## src/rtl/systolic_seq_ctrl.sv

```systemverilog
// ---------------------------------------------------------------------------
// systolic_seq_ctrl
//
// Sequencer for an N x N output-stationary systolic array. A start request
// clears every PE accumulator for one cycle. The block then runs the array for
// K+2N-1 enabled cycles and emits a one-cycle done pulse. While running it
// drives a skewed valid/index pair per boundary lane, so row i and column i
// receive operand k at run time t = k + i.
//
// Ports
//   clk         : rising-edge clock
//   reset       : asynchronous, active-low reset
//   start       : job request, sampled only while idle
//   stall       : operand source not ready; freezes the run counter
//   busy        : high from the clear cycle through the done cycle
//   done        : one-cycle completion pulse
//   pe_clr      : array-wide accumulator clear
//   pe_en       : array-wide clock enable
//   lane_valid  : bit i set when lane i carries a real operand
//   lane_k      : field i = operand index for lane i (zero when invalid)
// ---------------------------------------------------------------------------
module systolic_seq_ctrl #(
   parameter int N  = 4,
   parameter int K  = 4,
   parameter int KW = 8,
   parameter int CW = 8
) (
   input  logic              clk,
   input  logic              reset,
   input  logic              start,
   input  logic              stall,
   output logic              busy,
   output logic              done,
   output logic              pe_clr,
   output logic              pe_en,
   output logic [N-1:0]      lane_valid,
   output logic [N*KW-1:0]   lane_k
);

   // Value of t in the final RUN cycle; the far-corner PE takes its last
   // product on the edge that ends this cycle.
   localparam logic [CW-1:0] T_LAST = CW'(K + 2*N - 2);

   typedef enum logic [1:0] {
      S_IDLE  = 2'd0,
      S_CLEAR = 2'd1,
      S_RUN   = 2'd2,
      S_DONE  = 2'd3
   } state_t;

   state_t          state_q;
   state_t          state_d;
   logic [CW-1:0]   t_q;
   logic [CW-1:0]   t_d;
   logic            run_s;

   // State and run-counter registers.
   always_ff @(posedge clk or negedge reset) begin
      if (!reset) begin
         state_q <= S_IDLE;
         t_q     <= {CW{1'b0}};
      end else begin
         state_q <= state_d;
         t_q     <= t_d;
      end
   end

   // Next-state logic and array control outputs.
   always_comb begin
      state_d = state_q;
      t_d     = t_q;
      busy    = 1'b0;
      done    = 1'b0;
      pe_clr  = 1'b0;
      pe_en   = 1'b0;
      run_s   = 1'b0;
      case (state_q)
         S_IDLE: begin
            if (start) begin
               state_d = S_CLEAR;
            end else begin
               state_d = S_IDLE;
            end
            t_d = {CW{1'b0}};
         end
         S_CLEAR: begin
            busy    = 1'b1;
            pe_clr  = 1'b1;
            t_d     = {CW{1'b0}};
            state_d = S_RUN;
         end
         S_RUN: begin
            busy  = 1'b1;
            run_s = 1'b1;
            if (!stall) begin
               // The array advances only on unstalled cycles, so t counts
               // enabled edges rather than wall-clock cycles.
               pe_en = 1'b1;
               t_d   = t_q + CW'(1);
               if (t_q == T_LAST) begin
                  state_d = S_DONE;
               end else begin
                  state_d = S_RUN;
               end
            end else begin
               t_d     = t_q;
               state_d = S_RUN;
            end
         end
         S_DONE: begin
            busy    = 1'b1;
            done    = 1'b1;
            t_d     = {CW{1'b0}};
            state_d = S_IDLE;
         end
         default: begin
            t_d     = {CW{1'b0}};
            state_d = S_IDLE;
         end
      endcase
   end

   // Per-lane skew decode: lane i is delayed by i cycles. The subtraction is
   // one bit wider than t, so its top bit flags t < i without wrapping.
   for (genvar g = 0; g < N; g++) begin : g_lane
      logic [CW:0] diff_s;
      logic        valid_s;

      assign diff_s  = {1'b0, t_q} - (CW+1)'(g);
      assign valid_s = run_s && (diff_s[CW] == 1'b0) && (diff_s < (CW+1)'(K));

      assign lane_valid[g]        = valid_s;
      assign lane_k[g*KW +: KW]   = valid_s ? KW'(diff_s) : {KW{1'b0}};
   end

endmodule

```

## config.mk

```make
export PLATFORM = sky130hd
export DESIGN_NAME = systolic_seq_ctrl
export DESIGN_NICKNAME = d
export VERILOG_FILES = /design/src/rtl/systolic_seq_ctrl.sv
export SDC_FILE = /design/constraint.sdc
export NUM_CORES = 1
export LEC_CHECK = 0
export ABC_CLOCK_PERIOD_IN_PS = 2200
export CORE_MARGIN = 2
export CORE_UTILIZATION = 40
export DETAILED_ROUTE_END_ITERATION = 10
export HOLD_SLACK_MARGIN = 0.06
export PLACE_DENSITY = 0.75
export SYNTH_ARGS = -nofsm -noshare
export SYNTH_HDL_FRONTEND = slang
export SYNTH_SLANG_ARGS = --single-unit
```

## constraint.sdc

```tcl
create_clock -name clk -period 2.2 [get_ports clk]
set_input_delay 0.44 -clock clk [delete_from_list [all_inputs] [get_ports clk]]
set_output_delay 0.44 -clock clk [all_outputs]
set_load 0.1 [all_outputs]
```

==> flow_summary.yaml, run 1 <==
place:
  routabilityCongestion: 0.8014
  io_buffers: 19
  pre_cts_ws_ns: 0.06304
  placed_cell_area_um2: 1528
  dp.cells: 171
  hpwl_um: 1788
floorplan:
  design.core.area_um2: 2500
  height_of_the_die_um: 55.72
  chipWidth_um: 55.72
  io_pins: 44
  initial_utilization_pct: 42.79
  row_count: 18
  dieArea_um2: 3104
power_and_ir_drop:
  cellPowerDensity_nw_per_um2: 1277
  power.leakage_nw: 0.7804
  peakVddDrop_mv: 0.8879
synthesis:
  synth_top_area_cell: "sky130_fd_sc_hd__dfrtp_1"
  yosysTopAreaCellShare_pct: 23.39
  postSynth.topFlopCell: "sky130_fd_sc_hd__dfrtp_1"
  post_synth_most_frequent_cells: "sky130_fd_sc_hd__buf_4, sky130_fd_sc_hd__ha_1, sky130_fd_sc_hd__dfrtp_1, sky130_fd_sc_hd__inv_1, sky130_fd_sc_hd__xnor2_1"
  yosysMostFrequentCell: "sky130_fd_sc_hd__buf_4"
  synthTopCellsByArea: "sky130_fd_sc_hd__dfrtp_1, sky130_fd_sc_hd__buf_4, sky130_fd_sc_hd__ha_1, sky130_fd_sc_hd__xnor2_1, sky130_fd_sc_hd__nor3_1"
  postSynthAreaPerCell_um2: 8.627
  synth-edff-count: 0
  mappedNetlistArea_um2: 1070
  share_of_synthesized_area_occupied_by_flip_flops_and_latches_pct: 23.39
  share_of_synthesized_registers_carrying_an_async_set_or_reset_pct: 100.0
  yosys_register_bits: 10
  synth.lib_cells_used.distinct: 32
  syn_inst: 124
  synth_warnings: 0
cts:
  clock-root-buffer: "sky130_fd_sc_hd__clkbuf_4"
  clock_tree.buffer_depth: 2
  cts.reportedPaths.clkPinSlew_ns: 0.07
  clkSinkCount: 10
  cts-buffers-inserted: 3
  tritoncts: "yes"
  cts_hold_buf: 0
  cts.htree.levels: 1
  worstSkewPairLatency_ns: 0.27
setup_path:
  timing.critical_path.required_ns: 1.76
  worstSetupStartpoint: "t_q[0]$_DFFE_PN0P_"
  timing.critical_path.to: "lane_k[25]"
  crit_arrival_ns: 1.85
  worstReg2RegEnd: "t_q[5]$_DFFE_PN0P_"
  timing_worst_setup_path_type: "reg2out"
  worst_setup_path_end_kind: "output pin"
  worst_setup_path_start_kind: "flip-flop"
  worst_r2r_startpoint: "t_q[2]$_DFFE_PN0P_"
  worst-path-max-fanout: 5
  worst_r2r_path_depth: 5
  timing.reg2reg.setup_slack_ns: 0.65
final_layout:
  insertedDiodeCount: 0
  multiInputGateArea_um2: 854.6
  design.final.nets: 175
  fill_cells: 203
  final_area_um2: 1723
  final_cells: 188
  register_area_um2: 254.0
  final_layout_size_suffix_gt1_share_pct: 44.94
  area_growth_pct: 61.05
outcome:
  failed_checks: "negative setup slack"
  status: "finished, violations left"
sta:
  setup_ws_ns: -0.08958
  max_freq_mhz: 436.8
  slew_viol_final: 0
  timing_hold_violations_final: 0
  final_min_period_ns: 2.290
  period_share_pct: 104.1
  unrepaired_setup_endpoints_after_global_routing: "true"
  worst_clock_skew_ns: 0.005560
  setup_viol_count_final: 11
routing:
  post-route-drc-count: 0
  routed_via_density: 4.633
  routed_wire_length_per_instance_um: 12.43
  route.final.wire_length_um: 2336
  first_pass_iteration_count_of_the_detailed_router: 4
  postRouteAntennaNets: 0
  via_count: 871
  drt-initial-drc-count: 12
global_route:
  grt_remaining_overflow: 0
  grt_first_pass_wirelength_um: 3746
  largest_net_degree_at_the_start_of_global_routing: 12
  via_count_of_the_first_global_routing_pass: 824
  grt_antenna_before_repair: 0
  grt_usage_pct: 15.06
hold_path:
  timing.hold.worst.class: "in2async"
flow_run:
  drv.max_cap_violation_count: 0
[worst min path at each step]
| stage | start | depth (start not counted) | end | slack [ns] |
|---|---|---|---|---|
| after floorplan | reset | 0 | state_q[0]$_DFF_PN0_ | 0.14 |
| after global routing | reset | 1 | t_q[2]$_DFFE_PN0P_ | 0.50 |
| after CTS | reset | 1 | t_q[6]$_DFFE_PN0P_ | 0.49 |
| after detailed placement | t_q[6]$_DFFE_PN0P_ | 2 | t_q[6]$_DFFE_PN0P_ | 0.61 |
| final | reset | 1 | t_q[2]$_DFFE_PN0P_ | 0.48 |
| after global placement | t_q[7]$_DFFE_PN0P_ | 2 | t_q[7]$_DFFE_PN0P_ | 0.57 |
[critical path, stage by stage, from the launching register on]
cell                       delay (ns)
sky130_fd_sc_hd__dfrtp_2         0.46
sky130_fd_sc_hd__ha_2            0.23
sky130_fd_sc_hd__nand2b_1        0.16
sky130_fd_sc_hd__a21o_1          0.23
sky130_fd_sc_hd__a211oi_4        0.29
sky130_fd_sc_hd__buf_12          0.21
[cell families (layout without fill, tap and decap cells)]
| logic type | after synthesis | count (layout) | synth area share (%) |
|---|---|---|---|
| mux | 3 | 3 | 2.807 |
| compound gates | 9 | 9 | 5.380 |
| simple gates | 40 | 40 | 22.69 |
| xor+xnor | 8 | 8 | 6.550 |
| buf+inv | 41 | 52 | 24.79 |
| flops | 10 | 10 | 23.39 |
| other cells | 1 | 24 | 0.3505 |
| fa+ha+maj | 12 | 12 | 14.03 |
[cell usage in the layout (no fill, tap or decap), types with 4 or more instances in the layout]
cell and instances:
sky130_fd_sc_hd__nor3_4 4, sky130_fd_sc_hd__xnor2_1 5, sky130_fd_sc_hd__nand2_1 7, sky130_fd_sc_hd__dfrtp_1 7, sky130_fd_sc_hd__buf_12 15, sky130_fd_sc_hd__and2_1 4, sky130_fd_sc_hd__conb_1 24, sky130_fd_sc_hd__ha_1 7
sky130_fd_sc_hd__buf_4 18, sky130_fd_sc_hd__inv_1 4
[report_power, final]
part           total (mW)  internal, mW  switching (mW)
logic                1.76         0.657            1.11
clock network       0.166         0.101          0.0650
registers           0.270         0.220          0.0506
[routing by layer]
layer,part of all wire [%],track usage [%],up-vias
li1,-,-,418
met1,37,16.50,420
met2,58,29.08,30
met3,4.1,1.163,3
met4,1.2,6.620,0
met5,0,0,-
[metrics by stage]
step	setup TNS, ns	hold WS [ns]	util [%]	power [mW]
final	-0.6458	0.4785	68.92	2.200
after global routing	-1.602	0.5009	68.92	2.301
after CTS	-0.7009	0.4862	67.32	2.153
after detailed placement	0	0.6097	61.11	1.785
after global placement	0	0.5690	61.11	1.743
after floorplan	-1.504	0.1444	-	1.440
[flip-flops by register name, summed over array words and instances, names as in the netlist]
signal and count:
t_q 8, state_q 2
[what timing repair did]
item | in CTS | in global routing
buffers inserted | 10 | 3
pin swaps | 7 | 3
gates resized for setup | 8 | 5
gates cloned | 0 | 0
setup endpoints to repair | 12 | 12
[cell type report]
class	instances	area share [%]
Multi-Input combinational cell	96	49.60
Timing Repair Buffer	39	28.98
Sequential cell	10	14.74
Inverter	9	2.397
Tap cell	30	2.179
Clock buffer	4	2.106
Note: power is estimated with default switching activity, not from simulation.
==> inputs of run 2 (changes only) <==
Settings changed: GPL_ROUTABILITY_DRIVEN from default to 0.
==> results of run 2 <==
The final DEF is identical to that of run 1; final timing and power are the same.
